--- src/rtl/pd_mem_pkg.sv ---
// Shared types and grant helper for the unified memory port arbiter.
package pd_mem_pkg;

  typedef enum logic [1:0] {
    IDLE  = 2'd0,
    ISSUE = 2'd1,
    WAIT  = 2'd2
  } arb_state_t;

  typedef enum logic {
    OWN_FETCH = 1'b0,
    OWN_DATA  = 1'b1
  } arb_owner_t;

  // On a tie the port that did not win last time is chosen; passing
  // last = OWN_FETCH permanently turns this into data-over-fetch priority.
  function automatic arb_owner_t pick_owner(input logic if_v, input logic d_v,
                                            input arb_owner_t last);
    arb_owner_t win;
    if (if_v && d_v) begin
      win = (last == OWN_FETCH) ? OWN_DATA : OWN_FETCH;
    end else begin
      win = d_v ? OWN_DATA : OWN_FETCH;
    end
    return win;
  endfunction

endpackage

--- src/rtl/mem_port_arbiter_if.sv ---
// Request/response and memory-side bus of the fetch/data memory port arbiter.
interface mem_port_arbiter_if #(
  parameter int AWIDTH = 32,
  parameter int DWIDTH = 32
);
  // Handshake rule for every req channel: a transfer happens on the rising
  // edge where valid and ready are both high; the requester holds valid and
  // payload until then, ready never depends on anything but state and valid.
  logic                  if_req_valid;
  logic [AWIDTH-1:0]     if_req_addr;
  logic                  if_req_ready;
  logic                  if_rsp_valid;
  logic [DWIDTH-1:0]     if_rsp_data;
  logic                  d_req_valid;
  logic [AWIDTH-1:0]     d_req_addr;
  logic                  d_req_we;
  logic [DWIDTH-1:0]     d_req_wdata;
  logic [DWIDTH/8-1:0]   d_req_wstrb;
  logic                  d_req_ready;
  logic                  d_rsp_valid;
  logic [DWIDTH-1:0]     d_rsp_data;
  logic                  mem_req_valid;
  logic                  mem_req_ready;
  logic [AWIDTH-1:0]     mem_addr;
  logic                  mem_we;
  logic [DWIDTH-1:0]     mem_wdata;
  logic [DWIDTH/8-1:0]   mem_wstrb;
  logic                  mem_rsp_valid;
  logic [DWIDTH-1:0]     mem_rsp_data;

  // Pipeline stages and memory model drive from this side.
  modport master (
    output if_req_valid, if_req_addr,
    input  if_req_ready, if_rsp_valid, if_rsp_data,
    output d_req_valid, d_req_addr, d_req_we, d_req_wdata, d_req_wstrb,
    input  d_req_ready, d_rsp_valid, d_rsp_data,
    input  mem_req_valid, mem_addr, mem_we, mem_wdata, mem_wstrb,
    output mem_req_ready, mem_rsp_valid, mem_rsp_data
  );

  // The arbiter's view.
  modport slave (
    input  if_req_valid, if_req_addr,
    output if_req_ready, if_rsp_valid, if_rsp_data,
    input  d_req_valid, d_req_addr, d_req_we, d_req_wdata, d_req_wstrb,
    output d_req_ready, d_rsp_valid, d_rsp_data,
    output mem_req_valid, mem_addr, mem_we, mem_wdata, mem_wstrb,
    input  mem_req_ready, mem_rsp_valid, mem_rsp_data
  );

endinterface

--- src/rtl/mem_port_arbiter.sv ---
// Single-outstanding arbiter sharing one memory port between fetch and load/store.
// Define MEM_ARB_RR_EN for round-robin on contention; otherwise data beats fetch.
module mem_port_arbiter
  import pd_mem_pkg::*;
#(
  parameter int AWIDTH = 32,
  parameter int DWIDTH = 32
) (
  input  logic               clk,
  input  logic               reset,
  mem_port_arbiter_if.slave  bus,
  output arb_state_t         dbg_state,
  output arb_owner_t         dbg_owner
);

  arb_state_t            state_q, state_d;
  arb_owner_t            owner_q, owner_d;
  logic [AWIDTH-1:0]     addr_q, addr_d;
  logic                  we_q, we_d;
  logic [DWIDTH-1:0]     wdata_q, wdata_d;
  logic [DWIDTH/8-1:0]   wstrb_q, wstrb_d;
  logic [DWIDTH-1:0]     rsp_data_q, rsp_data_d;
  logic                  if_rsp_valid_q, if_rsp_valid_d;
  logic                  d_rsp_valid_q, d_rsp_valid_d;

  arb_owner_t            last_grant;
  arb_owner_t            grant;
  logic                  accept_ok;
  logic                  if_ready;
  logic                  d_ready;

`ifdef MEM_ARB_RR_EN
  arb_owner_t            last_grant_q, last_grant_d;
  assign last_grant = last_grant_q;
`else
  assign last_grant = OWN_FETCH;
`endif

  assign grant     = pick_owner(bus.if_req_valid, bus.d_req_valid, last_grant);
  // The response pulse cycle is already IDLE, but a new grant waits one cycle.
  assign accept_ok = (state_q == IDLE) && !if_rsp_valid_q && !d_rsp_valid_q;
  assign if_ready  = accept_ok && bus.if_req_valid && (grant == OWN_FETCH);
  assign d_ready   = accept_ok && bus.d_req_valid && (grant == OWN_DATA);

  always_comb begin
    state_d        = state_q;
    owner_d        = owner_q;
    addr_d         = addr_q;
    we_d           = we_q;
    wdata_d        = wdata_q;
    wstrb_d        = wstrb_q;
    rsp_data_d     = rsp_data_q;
    if_rsp_valid_d = 1'b0;
    d_rsp_valid_d  = 1'b0;
`ifdef MEM_ARB_RR_EN
    last_grant_d   = last_grant_q;
`endif
    case (state_q)
      IDLE: begin
        if (d_ready) begin
          owner_d = OWN_DATA;
          addr_d  = bus.d_req_addr;
          we_d    = bus.d_req_we;
          wdata_d = bus.d_req_wdata;
          wstrb_d = bus.d_req_we ? bus.d_req_wstrb : '0;
          state_d = ISSUE;
`ifdef MEM_ARB_RR_EN
          last_grant_d = OWN_DATA;
`endif
        end else if (if_ready) begin
          owner_d = OWN_FETCH;
          addr_d  = bus.if_req_addr;
          we_d    = 1'b0;
          wdata_d = '0;
          wstrb_d = '0;
          state_d = ISSUE;
`ifdef MEM_ARB_RR_EN
          last_grant_d = OWN_FETCH;
`endif
        end
      end
      ISSUE: begin
        if (bus.mem_req_ready) begin
          state_d = WAIT;
        end
      end
      WAIT: begin
        if (bus.mem_rsp_valid) begin
          rsp_data_d     = bus.mem_rsp_data;
          if_rsp_valid_d = (owner_q == OWN_FETCH);
          d_rsp_valid_d  = (owner_q == OWN_DATA);
          state_d        = IDLE;
        end
      end
      default: begin
        state_d = IDLE;
      end
    endcase
  end

  always_ff @(posedge clk) begin
    if (reset) begin
      state_q        <= IDLE;
      owner_q        <= OWN_FETCH;
      addr_q         <= '0;
      we_q           <= 1'b0;
      wdata_q        <= '0;
      wstrb_q        <= '0;
      rsp_data_q     <= '0;
      if_rsp_valid_q <= 1'b0;
      d_rsp_valid_q  <= 1'b0;
`ifdef MEM_ARB_RR_EN
      last_grant_q   <= OWN_FETCH;
`endif
    end else begin
      state_q        <= state_d;
      owner_q        <= owner_d;
      addr_q         <= addr_d;
      we_q           <= we_d;
      wdata_q        <= wdata_d;
      wstrb_q        <= wstrb_d;
      rsp_data_q     <= rsp_data_d;
      if_rsp_valid_q <= if_rsp_valid_d;
      d_rsp_valid_q  <= d_rsp_valid_d;
`ifdef MEM_ARB_RR_EN
      last_grant_q   <= last_grant_d;
`endif
    end
  end

  assign bus.if_req_ready  = if_ready;
  assign bus.d_req_ready   = d_ready;
  assign bus.if_rsp_valid  = if_rsp_valid_q;
  assign bus.d_rsp_valid   = d_rsp_valid_q;
  assign bus.if_rsp_data   = rsp_data_q;
  assign bus.d_rsp_data    = rsp_data_q;
  assign bus.mem_req_valid = (state_q == ISSUE);
  assign bus.mem_addr      = addr_q;
  assign bus.mem_we        = we_q;
  assign bus.mem_wdata     = wdata_q;
  assign bus.mem_wstrb     = wstrb_q;
  assign dbg_state         = state_q;
  assign dbg_owner         = owner_q;

endmodule

--- src/flat_wrapper.sv ---
// flat-port wrapper written by rule: the top's interface ports become plain ports
module mem_port_arbiter_flat import pd_mem_pkg::*;
#(
  parameter int AWIDTH = 32,
  parameter int DWIDTH = 32
)
  (clk, reset, dbg_state, dbg_owner, bus_if_req_valid, bus_if_req_addr, bus_if_req_ready, bus_if_rsp_valid, bus_if_rsp_data, bus_d_req_valid, bus_d_req_addr, bus_d_req_we, bus_d_req_wdata, bus_d_req_wstrb, bus_d_req_ready, bus_d_rsp_valid, bus_d_rsp_data, bus_mem_req_valid, bus_mem_addr, bus_mem_we, bus_mem_wdata, bus_mem_wstrb, bus_mem_req_ready, bus_mem_rsp_valid, bus_mem_rsp_data);
  mem_port_arbiter_if #(.AWIDTH(AWIDTH), .DWIDTH(DWIDTH)) bus_i ();
  input  logic clk;
  input  logic reset;
  output arb_state_t dbg_state;
  output arb_owner_t dbg_owner;
  input wire logic [$bits(bus_i.if_req_valid)-1:0] bus_if_req_valid;
  input wire logic [$bits(bus_i.if_req_addr)-1:0] bus_if_req_addr;
  output wire logic [$bits(bus_i.if_req_ready)-1:0] bus_if_req_ready;
  output wire logic [$bits(bus_i.if_rsp_valid)-1:0] bus_if_rsp_valid;
  output wire logic [$bits(bus_i.if_rsp_data)-1:0] bus_if_rsp_data;
  input wire logic [$bits(bus_i.d_req_valid)-1:0] bus_d_req_valid;
  input wire logic [$bits(bus_i.d_req_addr)-1:0] bus_d_req_addr;
  input wire logic [$bits(bus_i.d_req_we)-1:0] bus_d_req_we;
  input wire logic [$bits(bus_i.d_req_wdata)-1:0] bus_d_req_wdata;
  input wire logic [$bits(bus_i.d_req_wstrb)-1:0] bus_d_req_wstrb;
  output wire logic [$bits(bus_i.d_req_ready)-1:0] bus_d_req_ready;
  output wire logic [$bits(bus_i.d_rsp_valid)-1:0] bus_d_rsp_valid;
  output wire logic [$bits(bus_i.d_rsp_data)-1:0] bus_d_rsp_data;
  output wire logic [$bits(bus_i.mem_req_valid)-1:0] bus_mem_req_valid;
  output wire logic [$bits(bus_i.mem_addr)-1:0] bus_mem_addr;
  output wire logic [$bits(bus_i.mem_we)-1:0] bus_mem_we;
  output wire logic [$bits(bus_i.mem_wdata)-1:0] bus_mem_wdata;
  output wire logic [$bits(bus_i.mem_wstrb)-1:0] bus_mem_wstrb;
  input wire logic [$bits(bus_i.mem_req_ready)-1:0] bus_mem_req_ready;
  input wire logic [$bits(bus_i.mem_rsp_valid)-1:0] bus_mem_rsp_valid;
  input wire logic [$bits(bus_i.mem_rsp_data)-1:0] bus_mem_rsp_data;
  assign bus_i.if_req_valid = bus_if_req_valid;
  assign bus_i.if_req_addr = bus_if_req_addr;
  assign bus_if_req_ready = bus_i.if_req_ready;
  assign bus_if_rsp_valid = bus_i.if_rsp_valid;
  assign bus_if_rsp_data = bus_i.if_rsp_data;
  assign bus_i.d_req_valid = bus_d_req_valid;
  assign bus_i.d_req_addr = bus_d_req_addr;
  assign bus_i.d_req_we = bus_d_req_we;
  assign bus_i.d_req_wdata = bus_d_req_wdata;
  assign bus_i.d_req_wstrb = bus_d_req_wstrb;
  assign bus_d_req_ready = bus_i.d_req_ready;
  assign bus_d_rsp_valid = bus_i.d_rsp_valid;
  assign bus_d_rsp_data = bus_i.d_rsp_data;
  assign bus_mem_req_valid = bus_i.mem_req_valid;
  assign bus_mem_addr = bus_i.mem_addr;
  assign bus_mem_we = bus_i.mem_we;
  assign bus_mem_wdata = bus_i.mem_wdata;
  assign bus_mem_wstrb = bus_i.mem_wstrb;
  assign bus_i.mem_req_ready = bus_mem_req_ready;
  assign bus_i.mem_rsp_valid = bus_mem_rsp_valid;
  assign bus_i.mem_rsp_data = bus_mem_rsp_data;
  mem_port_arbiter #(.AWIDTH(AWIDTH), .DWIDTH(DWIDTH)) u_core (.clk(clk), .reset(reset), .bus(bus_i), .dbg_state(dbg_state), .dbg_owner(dbg_owner));
endmodule
--- config.mk ---
export PLATFORM = sky130hd
export DESIGN_NAME = mem_port_arbiter_flat
export DESIGN_NICKNAME = d
export VERILOG_FILES = /design/src/rtl/pd_mem_pkg.sv /design/src/rtl/mem_port_arbiter_if.sv /design/src/rtl/mem_port_arbiter.sv /design/src/flat_wrapper.sv
export SDC_FILE = /design/constraint.sdc
export NUM_CORES = 1
export LEC_CHECK = 0
export CAP_MARGIN = 20
export CORE_MARGIN = 5
export CORE_UTILIZATION = 39
export CTS_BUF_LIST = sky130_fd_sc_hd__clkbuf_4 sky130_fd_sc_hd__clkbuf_8
export DETAILED_ROUTE_END_ITERATION = 10
export PLACE_DENSITY_LB_ADDON = 0.3
export SYNTH_ARGS = -nofsm -noshare
export SYNTH_HDL_FRONTEND = slang
export SYNTH_SLANG_ARGS = --single-unit
export TNS_END_PERCENT = 20
--- constraint.sdc ---
create_clock -name clk -period 4.8 [get_ports clk]
set_clock_uncertainty 0.2 [all_clocks]
set_input_delay 0.48 -clock clk [delete_from_list [all_inputs] [get_ports clk]]
set_output_delay 0.48 -clock clk [all_outputs]
set_load 0.05 [all_outputs]
After elaboration in Yosys (flattened, before gate mapping)
Index checks and enable logic that the tools add are counted.
Storage, ports and cells
  output and inout port bits: 141
  flip-flop bits (word level): 106
  input bits: 139
  word-level logic and storage cells: 50
Cells by class
  bitwise logic cells: 4
  reduce and logical (&&, ||, !) cells: 15
  muxes and demuxes: 17
  equal/unequal tests: 5
Operators with widths (count)
  two-way mux 32 bit: 4
  two-way mux 4 bit: 3
  two-way mux 2 bit: 4
  logical AND 1 bit: 7
  one-hot mux 2 bit (3 select lines): 1
  two-way mux 1 bit: 5
  NOT 1 bit: 4
  AND reduction 2 bit: 2
  inequality test 3 bit (second input constant): 1
  AND reduction 3 bit: 1
  OR reduction 3 bit: 1
  == test 2 x 1 -> 1 bit (second input constant): 1
  == test 2 bit (second input constant): 1
  logical NOT 1 bit: 2
  logical NOT 2 bit: 1
  inequality test 2 x 1 -> 1 bit (second input constant): 1
  inequality test 2 bit (second input constant): 1
  nonzero test 2 bit: 1

Depth between registers and ports, before layout
  depth after elaboration: 8
  depth in mapped cells: 6
  depth with buffers taken out: 3

Worst setup path after synthesis
OpenSTA, ideal clock, no wires.
  path kind: reg2out
  from: register u_core.state_q[1], in the netlist u_core.dbg_state[1]
  to: output port bus_d_req_ready
  path buffers: 1
  required time: 4.120 ns
  data arrival time: 1.903 ns
  cell stages (with the launch flop): 4
  setup slack: 2.217 ns
  cells stage by stage: dfxtp_1 or4_1 buf_2 nor2_1
Between the ends
  cells in the longest elaborated chain, start to end: 5
Ends and longest elaborated chain
  from (decl): RTL line mem_port_arbiter.sv:16  | arb_state_t state_q, state_d;
  from (signal assigned): RTL line mem_port_arbiter.sv:116  | state_q <= state_d;
  logical NOT 2 bit: RTL line mem_port_arbiter.sv:41  | assign accept_ok = (state_q == IDLE) && !if_rsp_valid_q && !d_rsp_valid_q;
  logical AND 1 bit (2 in series): RTL line mem_port_arbiter.sv:41
  logical AND 1 bit (2 in series): RTL line mem_port_arbiter.sv:43  | assign d_ready = accept_ok && bus.d_req_valid && (grant == OWN_DATA);
  to (decl): RTL line flat_wrapper.sv:23  | output wire logic [$bits(bus_i.d_req_ready)-1:0] bus_d_req_ready;
No other way between the ends.

Worst setup path after layout
  from: input port bus_d_req_valid
  to: output port bus_d_req_ready
Between the ends
  cells in the longest elaborated chain, start to end: 3
  elaborated cells on any way between the ends: 5
  those cells by class: mux: 2; reduce/logical: 3
Ends and longest elaborated chain
  from (decl): RTL line flat_wrapper.sv:18  | input wire logic [$bits(bus_i.d_req_valid)-1:0] bus_d_req_valid;
  two-way mux 1 bit / logical AND 1 bit (equally long branches): RTL line pd_mem_pkg.sv:23, pd_mem_pkg.sv:20
  two-way mux 1 bit: RTL line pd_mem_pkg.sv:20  | if (if_v && d_v) begin
  logical AND 1 bit (*): RTL line mem_port_arbiter.sv:43
Mark *: on every way between the ends. The rest lies on a longest branch, timed or not.

==> results.ini <==
[grt]
antenna_found_initial=0
grt_pass1_vias=4110
grt_pass1_wl_um=21700
grt.overflow.total=0
grt_max_degree=73
grtUsageTotal_pct=21.4

[logic_synthesis]
syn-cell-area_sq_um=4060
seq_area_frac_synth_pct=52.2
synthCells=441
synthTopCellsByArea=dfxtp_1 (52%), a21oi_1 (8.9%), a22o_1 (6.9%)
syn_area_per_cell_sq_um=9.21
synth_top_area_share_pct=52.2
synth_seq_cells=106
synth_top_area_cell=dfxtp_1
synth_nets=580
yosysMostFrequentCell=dfxtp_1
async_reset_ff_share_pct=0
synth_ff_type=dfxtp_1
netlist_top_cells_count=dfxtp_1 (106), a21oi_1 (72), nand2_1 (65)
synth_edf_count=0
yosysWarnings=0
synthDistinctLibCells=27

[floorplan]
die_area_sq_um=12600
start_util_pct=39.7
die_x_um=112
core_sq_um=10200
rows=37
fp.dieH_um=112
io_pins=280

[placed_design]
pre_cts_slack_ns=1.41
io_buffers=279
dp_cells=789
gp_congestion=0.823
dp_hpwl_um=10900

[timing]
final.setup.tns_ns=0
setup_slack_ns=1.58
setup-violations-final=0
rsz0062_at_grt=false
period_minus_slack_ns=3.22
post-route-period-util_pct=67.0
hold_viol=0
slew_headroom_pct=54.5
worst_pin_slew_ns=0.683
slew_violations=0
fmax_mhz=311

[finish]
final_cells=808
area_growth_pct=69.4
seq_area_sq_um=2120
antennaDiodeCount=0
final_layout_size_suffix_gt1_share_pct=4.46
layout.nets=806
multi_input_area_sq_um=1520
n_fill_cell=819

[route]
drt_wl_total_um=14100
wl_per_cell_um=17.4
via_per_inst=5.14
first_pass_iters=5
drc_errors=0
vias=4151
first_iter_violations=264
drtAntennaViolNets=0

[worst_setup_path]
end_kind=primary output
cp-start-kind=input port
cpMostUsedCell=clkdlybuf4s50_1
cp.required_ns=4.12
crit_chain=clkdlybuf4s50_1 -> clkinv_1 -> nor2_1 -> clkdlybuf4s50_1
critical_path.max_stage_delay_ns=0.82
critPathSlowestCell=clkdlybuf4s50_1
cp.arrival_ns=2.54
critPathKind=input port to primary output
worst-path-max-fanout=14

[outcome]
status=finished clean

[clock_network]
cts_tree=yes
htreeDepth=3
cts_hold_buf=0
insertion_delay_ns=0.36
clock_path_buffers=2
cts_resized=0
cts_sinks=106
root_buffer=clkbuf_8
post_cts_buffers=0
path_clk_slew_ns=0.10
cts_made_buffers=9

[power]
p_leak_nw=2.44
p_per_area_nw_per_um2=317
peakVddDrop_v=0.000173

[min_path]
hp-class=flop to flop

[job]
cap_violations=0

## area by class of cell
| cell class | count | area share, % |
|---|---|---|
| clock buffers | 9 | 1.80 |
| clock inverters | 7 | 0.855 |
| flip-flops and latches | 106 | 30.8 |
| multi-input cells | 262 | 22.1 |
| well taps | 136 | 2.47 |
| repair buffers | 287 | 41.9 |
| inverters | 1 | 0.0546 |
## flip-flops by register name, summed over array words and instances, names as in the netlist
name,count
u_core.bus.mem_we,1
u_core.bus.mem_wstrb,4
u_core.dbg_state,2
u_core.bus.d_rsp_data,32
u_core.bus.if_rsp_valid,1
u_core.bus.mem_addr,32
u_core.dbg_owner,1
u_core.bus.d_rsp_valid,1
u_core.bus.mem_wdata,32
## cells in the final DEF, fill, tap and decap left out, drive strengths merged, types with 5 or more instances in the layout
master	netlist	layout
clkdlybuf4s50	0	278
dfxtp	106	106
a21oi	72	72
nand2	65	65
a22o	32	32
o22ai	32	32
a211oi	32	32
clkbuf	31	10
buf	41	8
nor2	5	5
o21ai	5	5
inv	0	5
## critical path: cells and delay by family
family / cells / cell delay [ns]
buffers and inverters: 3 / 1.87
and+or+nand+nor: 1 / 0.19
## through the flow
step	hold WS [ns]	utilization (%)	total power (W)	area, sq um
6_report	0.280	67.2	0.00218	6880
5_1_grt	0.300	67.2	0.00228	6880
4_1_cts	0.280	66.7	0.00219	6820
3_5_place_dp	0.265	64.9	0.00167	6640
3_3_place_gp	0.256	64.9	0.00166	6640
2_1_floorplan	0.406	-	0.00139	4060
## cell families (layout without fill, tap and decap cells)
kind of cell / after synthesis / in the layout / synth area share, %
compound gates: 174 / 174 / 27.4
buf+inv: 73 / 304 / 10.4
flops: 106 / 106 / 52.2
simple gates: 88 / 88 / 9.92
## report_power, final
part | total, W | switching [W] | internal (W)
Sequential | 0.000978 | 0.0000367 | 0.000942
Combinational | 0.000681 | 0.000405 | 0.000276
Clock | 0.000521 | 0.000322 | 0.000199
Total | 0.00218 | 0.000764 | 0.00142
## path summary, 6_finish.rpt
check             slack (ns)                       from                         to  cells past startpoint
setup / recovery        1.58            bus_d_req_valid            bus_d_req_ready                      4
hold / removal          0.28  u_core.bus.d_rsp_data[15]  u_core.bus.d_rsp_data[15]                      2
setup reg to reg        2.39        u_core.dbg_state[1]   u_core.bus.mem_wdata[16]                      5
hold reg to reg         0.28  u_core.bus.d_rsp_data[15]  u_core.bus.d_rsp_data[15]                      2
## per-layer routing
metal  global-route usage, %  up-vias  part of all wire, %
li1                        -     2012                    -
met1                    23.7     1897                   38
met2                    37.8      211                   50
met3                    6.47       31                  8.6
met4                    9.29        0                  3.2
met5                       0        -                    0
Power figures use the tool's default switching activity.
